**src/rtl/bin2bcd_seq.sv**
```systemverilog
// bin2bcd_seq: shift-and-add-3 binary-to-BCD converter, one input bit per clock, feeding the 7-segment display driver.
// Optional macro BIN2BCD_OVF_ERR_EN: overflowing inputs show 16'hEEEE instead of saturating to 16'h9999.
`default_nettype none

module bin2bcd_seq #(
  parameter int IN_WIDTH = 14
) (
  input  logic                clk,
  input  logic                rst_n,
  input  logic                i_valid,
  input  logic [IN_WIDTH-1:0] i_bin,
  output logic                o_ready,
  output logic [15:0]         o_data,
  output logic                o_we
);

  localparam int CNT_W = $clog2(IN_WIDTH + 1);
`ifdef BIN2BCD_OVF_ERR_EN
  localparam logic [15:0] c_OVF_PATTERN = 16'hEEEE;
`else
  localparam logic [15:0] c_OVF_PATTERN = 16'h9999;
`endif

  typedef enum logic [1:0] {
    S_IDLE  = 2'd0,
    S_SHIFT = 2'd1,
    S_DONE  = 2'd2
  } state_t;

  state_t              r_state;
  logic [IN_WIDTH-1:0] r_bin;
  logic [15:0]         r_bcd;
  logic [CNT_W-1:0]    r_cnt;
  logic [15:0]         w_adj;
  logic [15:0]         w_bcd_next;
  logic                w_accept;
  logic                w_ovf;

  assign o_ready  = (r_state == S_IDLE);
  assign w_accept = o_ready & i_valid;

  // Nibbles are adjusted independently; no carry crosses a digit boundary.
  for (genvar g = 0; g < 4; g++) begin : g_adj
    assign w_adj[4*g +: 4] = (r_bcd[4*g +: 4] >= 4'd5) ? (r_bcd[4*g +: 4] + 4'd3)
                                                        : r_bcd[4*g +: 4];
  end

  assign w_bcd_next = (w_adj << 1) | {15'd0, r_bin[IN_WIDTH-1]};

  // Only a 14-bit input can exceed four decimal digits.
  if (IN_WIDTH == 14) begin : g_ovf
    logic r_ovf;
    always_ff @(posedge clk or negedge rst_n) begin
      if (!rst_n) begin
        r_ovf <= 1'b0;
      end else if (w_accept) begin
        r_ovf <= ({{(32-IN_WIDTH){1'b0}}, i_bin} > 32'd9999);
      end
    end
    assign w_ovf = r_ovf;
  end else begin : g_no_ovf
    assign w_ovf = 1'b0;
  end

  always_ff @(posedge clk or negedge rst_n) begin
    if (!rst_n) begin
      r_state <= S_IDLE;
      r_bin   <= '0;
      r_bcd   <= '0;
      r_cnt   <= '0;
      o_data  <= 16'h0000;
      o_we    <= 1'b0;
    end else begin
      case (r_state)
        S_IDLE: begin
          o_we <= 1'b0;
          if (i_valid) begin
            r_bin   <= i_bin;
            r_bcd   <= '0;
            r_cnt   <= CNT_W'(IN_WIDTH);
            r_state <= S_SHIFT;
          end
        end
        S_SHIFT: begin
          r_bcd <= w_bcd_next;
          r_bin <= r_bin << 1;
          r_cnt <= r_cnt - CNT_W'(1);
          if (r_cnt == CNT_W'(1)) begin
            o_data  <= w_ovf ? c_OVF_PATTERN : w_bcd_next;
            o_we    <= 1'b1;
            r_state <= S_DONE;
          end
        end
        S_DONE: begin
          o_we    <= 1'b0;
          r_state <= S_IDLE;
        end
        default: begin
          o_we    <= 1'b0;
          r_state <= S_IDLE;
        end
      endcase
    end
  end

endmodule

`default_nettype wire

```
**config.mk**
```make
export PLATFORM = sky130hd
export DESIGN_NAME = bin2bcd_seq
export DESIGN_NICKNAME = d
export VERILOG_FILES = /design/src/rtl/bin2bcd_seq.sv
export SDC_FILE = /design/constraint.sdc
export NUM_CORES = 1
export LEC_CHECK = 0
export CAP_MARGIN = 20
export CORE_MARGIN = 2
export CORE_UTILIZATION = 57
export CTS_BUF_LIST = sky130_fd_sc_hd__clkbuf_8
export DETAILED_ROUTE_END_ITERATION = 10
export GPL_ROUTABILITY_DRIVEN = 0
export HOLD_SLACK_MARGIN = 0.06
export PLACE_DENSITY = 0.82
export SLEW_MARGIN = 25
export SYNTH_ARGS = -nofsm -noshare
export SYNTH_HDL_FRONTEND = slang
export SYNTH_SLANG_ARGS = --single-unit
```
**constraint.sdc**
```tcl
create_clock -name clk -period 1.9 [get_ports clk]
set_input_delay 0.38 -clock clk [delete_from_list [all_inputs] [get_ports clk]]
set_output_delay 0.38 -clock clk [all_outputs]
set_load 0.01 [all_outputs]
```
==> results.ini, run 1 <==
[global_route]
grt_pass1_wl_mm = 8.907
grt_antenna_before_repair = 0
grt_overflow = 0
grt_pass1_vias = 1964
grt_usage = 0.2236
grt_max_degree = 55

[hold_path]
hold_class = reg2reg

[floorplan]
fp.dieArea_mm2 = 0.005129
die-width_um = 71.62
fp.dieH_um = 71.62
coreArea_mm2 = 0.004384
initial_core_util = 0.5945
rows = 24
ios = 35

[clock_network]
cts_tree = yes
clkTransAtPathRegs_ns = 0.09
clockRootBuffer = clkbuf_8
cts_inserted_buffers = 5
cts_num_sinks = 54
clkLatencyLatePin_ns = 0.31
cts_buffer_depth = 2
ctsHtreeMaxLevel = 2

[synthesis]
netlist_area_mm2 = 0.002606
postSynth.asyncResetShare = 1.000
synthAdderAreaFrac = 0.04801
synth.ff_latch_count = 54
muxShareOfSynthArea = 0.01536
synth_compound_area_frac = 0.1623
synth_edf_count = 0
syn_area_per_cell_um2 = 9.477
syn_inst = 275
synthFlopType = dfrtp_1
synth_top_family_by_area = simple AND/OR/NAND/NOR gates
yosys_warnings = 0
synthSimpleGateAreaFrac = 0.1896
syn-num-nets = 302
ys_seq_area_frac = 0.5185
synth_cell_types = 33
synth_xor_area_frac = 0.01680

[cells_and_area]
fin_util = 0.7112
area_delta_synth_final_pct = 19.64
stdcell_area_mm2 = 0.003118
nFillCells = 361
n_antenna_cell = 0
drive_gt1_frac = 0.08013
multi_input_area_mm2 = 0.001131
nets = 338
register_area_mm2 = 0.001351

[timing]
period_share = 0.9581
setup_viol = 0
tightest_slew_ns = 0.3597
final.setup_skew_ns = 0.009975
max_freq_mhz = 549.3
finalCriticalPeriod_ns = 1.820
relSlewSlack = 0.7602
slew_viol_final = 0
final.setup.worst_slack_ns = 0.07961
final_hold_viol_count = 0
finalSetupTns_ns = 0
rsz0062_at_grt = false

[critical_path]
required_ns = 1.52
crit_fanout = 4
crit_type = reg2out
crit_slowest_cell = clkdlybuf4s50_1
crit_path_end_kind = output port
worstPathArrival_ns = 1.44
start_kind = register
cp_cell_sequence = nor2_1 -> clkdlybuf4s50_1
max_stage_delay_ns = 0.55

[detailed_routing]
wl_per_cell_um = 14.35
routed_via_density = 5.679
vias = 2067
ant_nets = 0
drc = 0
drt_iter0_drc = 142
drt_wl_total_mm = 5.225
drt_pre_antenna_iters = 4

[power_and_ir_drop]
finalPower_mw = 5.413
powerDensity_mw_per_mm2 = 1736
ir_drop_mv = 1.005
p_leak_nw = 1.389

[job]
cap_violations = 0

[placed_design]
place_area_mm2 = 0.003012
io_buffers = 34
place_ws_ns = 0.1487
post-dp-hpwl_mm = 3.495

[run_status]
status = finished, final reports clean

## cell families after synthesis
family,Yosys count
simple gates,108
compound gates,68
flops,54
buf+inv,26
fa+ha+maj,10
xor+xnor,5
mux,4
## report_power, final
part / internal, mW / switching, mW / total (mW)
registers: 1.70 / 0.432 / 2.13
clock network: 0.289 / 0.359 / 0.649
logic: 1.29 / 1.35 / 2.63
total: 3.28 / 2.14 / 5.41
## area by class of cell
| type | count | area share |
|---|---|---|
| Clock buffer | 6 | 0.02648 |
| Clock inverter | 2 | 0.002809 |
| Inverter | 11 | 0.01324 |
| Multi-Input combinational cell | 195 | 0.3628 |
| Sequential cell | 54 | 0.4334 |
| Tap cell | 52 | 0.02087 |
| Timing Repair Buffer | 44 | 0.1404 |
## state kept, by name, summed over array words and instances (netlist names)
| signal | cells |
|---|---|
| g_ovf.r_ovf | 1 |
| o_data | 16 |
| o_we | 1 |
| r_bcd | 16 |
| r_bin | 14 |
| r_cnt | 4 |
| r_state | 2 |
## worst paths after layout
path | startpoint | to | slack, ns | cells after the start
worst max-delay path | r_state[1] | o_ready | 0.08 | 2
worst min-delay path | o_data[0] | o_data[0] | 0.49 | 2
worst max register to register | r_cnt[1] | o_data[3] | 0.24 | 7
worst min register to register | o_data[0] | o_data[0] | 0.49 | 2
max in group asynchronous | rst_n | r_state[0] | 1.07 | 3
min in group asynchronous | rst_n | o_data[6] | 0.57 | 3
## cells in the mapped netlist (5+ instances only)
cell	n	area, um^2
nand2_1	45	168.9
a31oi_1	15	93.84
nand2b_1	7	43.79
clkbuf_1	6	22.52
inv_1	10	37.54
a22o_1	8	70.07
ha_1	10	125.1
xnor2_1	5	43.79
dfrtp_1	54	1351
o21ai_0	21	105.1
nor2_1	29	108.9
a21oi_1	12	60.06
nor3_1	11	55.05
## cell usage in the layout (no fill, tap or decap), types with 5 or more instances in the layout
master,n
a21oi_1,12
a22o_1,8
a31oi_1,15
buf_4,7
clkbuf_8,6
clkdlybuf4s50_1,33
dfrtp_1,54
ha_1,10
inv_1,11
nand2_1,45
nand2b_1,7
nor2_1,29
nor3_1,11
o21ai_0,21
xnor2_1,5
## repair_timing
action | in CTS | in global routing
buffers inserted | 0 | 0
endpoints found under the hold margin | 0 | 6
hold buffers | 0 | 1
setup endpoints to repair | 0 | 11
resized for setup | 0 | 1
## worst max-delay path: cells and delay by family, from the launching register on
family | cells | cell delay, ns
buf+inv | 1 | 0.55
flops | 1 | 0.43
simple gates | 1 | 0.16
## per-layer routing
metal / share of wire / global-route usage / vias up
met1: 0.47 / 0.3116 / 989
li1: - / - / 1012
met2: 0.47 / 0.3395 / 54
met4: 0.018 / 0.09224 / 0
met5: 0 / 0 / -
met3: 0.043 / 0.05345 / 12
## metrics by stage
stage / hold WS (ns) / std cells
after floorplan: 0.08441 / 275
after global placement: 0.3941 / 355
after detailed placement: 0.3966 / 355
after CTS: 0.06131 / 363
after global routing: 0.5121 / 364
final: 0.4921 / 364
No activity file was read; power rests on OpenSTA's default activity.
==> run 2: changes to the inputs <==
- TNS_END_PERCENT: not set -> 5
- clock period: 1.9 -> 1.7 ns (I/O delays scaled with it)
==> run 2 against run 1 <==
Compared with the run above:
- first-iteration DRC count increased by 2.1%
- utilization increased by 2.1 points
- setup slack improved by 0.032 ns
- via count increased by 0.68%
- total power increased by 16%
- combinational power increased by 14%
- sequential power increased by 12%
- critical path type unchanged
- non-clock buffer count increased by 3
- clock skew increased by 0.0024 ns
==> results.ini, run 2 (synthesized netlist as in run 1, its figures left out) <==
[critical_path]
worstPathArrival_ns = 1.25  ; -0.19 ns
crit_path_end_kind = output port
required_ns = 1.36  ; -0.16 ns
cp_cell_sequence = clkdlybuf4s50_1
start_kind = register
timing.critical_path.buf_inv = 1  ; unchanged
crit_fanout = 2  ; -2
path_delay_family = buffers and inverters
crit_type = reg2out
max_stage_delay_ns = 0.55  ; about the same
crit_slowest_cell = clkdlybuf4s50_1

[power_and_ir_drop]
seqPwrFrac = 0.382  ; -0.012
p_comb_frac = 0.481  ; -0.006
swShare = 0.3909  ; -0.004101
p_leak_nw = 1.437  ; +3.5%
finalPower_mw = 6.260  ; +16%
powerDensity_mw_per_mm2 = 1951  ; +12%
p_sw_mw = 2.447  ; +14%
power.internal_mw = 3.813  ; +16%
p_clk_frac = 0.137  ; +0.017
ir_drop_mv = 1.169  ; +16%

[timing]
finalSetupTns_ns = 0  ; unchanged
final_hold_viol_count = 0  ; unchanged
tightest_slew_ns = 0.5059  ; +0.1462 ns
finalCriticalPeriod_ns = 1.589
rsz0062_at_grt = false
relSlewSlack = 0.6627  ; -0.09745
period_share = 0.9345
max_freq_mhz = 629.5
setup_viol = 0  ; unchanged
final.setup_skew_ns = 0.01242  ; +0.002443 ns
final.setup.worst_slack_ns = 0.1114  ; +0.03178 ns
slew_viol_final = 0  ; unchanged
holdWs_ns = 0.5077  ; +0.01569 ns

[cells_and_area]
fin_util = 0.7317  ; +0.02055
final_cell_count_no_fill = 367  ; +0.82%
nets = 341  ; +0.89%
n_antenna_cell = 0  ; unchanged
largestRegisters = o_data: 16 flops, r_bcd: 16 flops, r_bin: 14 flops
mostFrequentLayoutCell = dfrtp_1
final_cell_mix = 54 x dfrtp_1, 45 x nand2_1, 32 x clkdlybuf4s50_1, 29 x nor2_1, 21 x o21ai_0
stdcell_area_mm2 = 0.003208  ; +2.9%
area_delta_synth_final_pct = 23.09
drive_gt1_frac = 0.09841  ; +0.01828

[detailed_routing]
drt_iter0_drc = 145  ; +2.1%
drt_wl_total_mm = 5.248  ; +0.44%
vias = 2081  ; +0.68%
drt_pre_antenna_iters = 4  ; unchanged
drc = 0  ; unchanged
routed_via_density = 5.670  ; -0.15%
wl_per_cell_um = 14.30  ; -0.38%
ant_nets = 0  ; unchanged

[floorplan]
rows = 24  ; unchanged
coreArea_mm2 = 0.004384  ; unchanged
ios = 35  ; unchanged
fp.dieArea_mm2 = 0.005129  ; unchanged
die-width_um = 71.62  ; unchanged
fp.dieH_um = 71.62  ; unchanged
initial_core_util = 0.5945  ; unchanged

[global_route]
grt_pass1_wl_mm = 9.252  ; +3.9%
grt_antenna_before_repair = 0  ; unchanged
grt_pass1_vias = 2089  ; +6.4%
grt_overflow = 0  ; unchanged
grt_max_degree = 36  ; -35%
grt_usage = 0.2300  ; +0.006353

[job]
cap_violations = 0  ; unchanged

[clock_network]
ctsHtreeMaxLevel = 2  ; unchanged
cts_buffer_depth = 2  ; unchanged
cts_inserted_buffers = 5  ; unchanged
clkTransAtPathRegs_ns = 0.10  ; about the same
clkLatencyLatePin_ns = 0.31  ; about the same
clockRootBuffer = clkbuf_8
cts_num_sinks = 54  ; unchanged
cts_tree = yes

[placed_design]
io_buffers = 34  ; unchanged
place_area_mm2 = 0.003059  ; +1.6%
place_ws_ns = -0.0003390  ; -0.1491 ns
post-dp-hpwl_mm = 3.796  ; +8.6%
placed_cells = 358  ; +0.85%

[run_status]
status = finished, final reports clean

[hold_path]
hold_class = reg2reg

==> run 2: final timing paths <==
check / slack [ns] / depth (start not counted) / start / to
worst max-delay path: 0.11 / 1 / o_data[0] / o_data[0]
worst min-delay path: 0.51 / 1 / o_data[1] / o_data[1]
worst max register to register: 0.14 / 7 / r_cnt[1] / o_data[9]
worst min register to register: 0.51 / 1 / o_data[1] / o_data[1]
max in group asynchronous: 0.71 / 3 / rst_n / r_bcd[14]
min in group asynchronous: 0.52 / 2 / rst_n / o_data[7]
==> run 2: cell type report <==
class / count / area, um^2
clock inverters: 3 / 41.29
fillers: 331 / 1176
multi-input cells: 195 / 1154
repair buffers: 47 / 484.2
flip-flops and latches: 54 / 1351
clock buffers: 5 / 68.82
inverters: 11 / 43.79
well taps: 52 / 65.06
==> run 2: layer usage <==
metal  part of all wire  global-route usage
met2               0.49              0.3858
met3              0.044             0.04782
met4              0.012             0.07547
met1               0.45              0.3001
met5                  0                   0
==> run 2: repair_timing <==
item | CTS | global route
hold endpoints to repair | 18 | 0
gates resized for setup | 1 | 7
endpoints found under the setup margin | 1 | 18
setup buffers | 0 | 0
hold buffers | 1 | 0
==> run 2: power groups by stage <==
stage / Clock (mW) / Sequential (mW) / Combinational, mW
2_1_floorplan: 0 / 2.38 / 1.92
3_3_place_gp: 0 / 2.36 / 2.88
3_5_place_dp: 0 / 2.39 / 2.98
4_1_cts: 0.863 / 2.36 / 2.99
5_1_grt: 0.917 / 2.47 / 3.40
6_report: 0.855 / 2.39 / 3.01
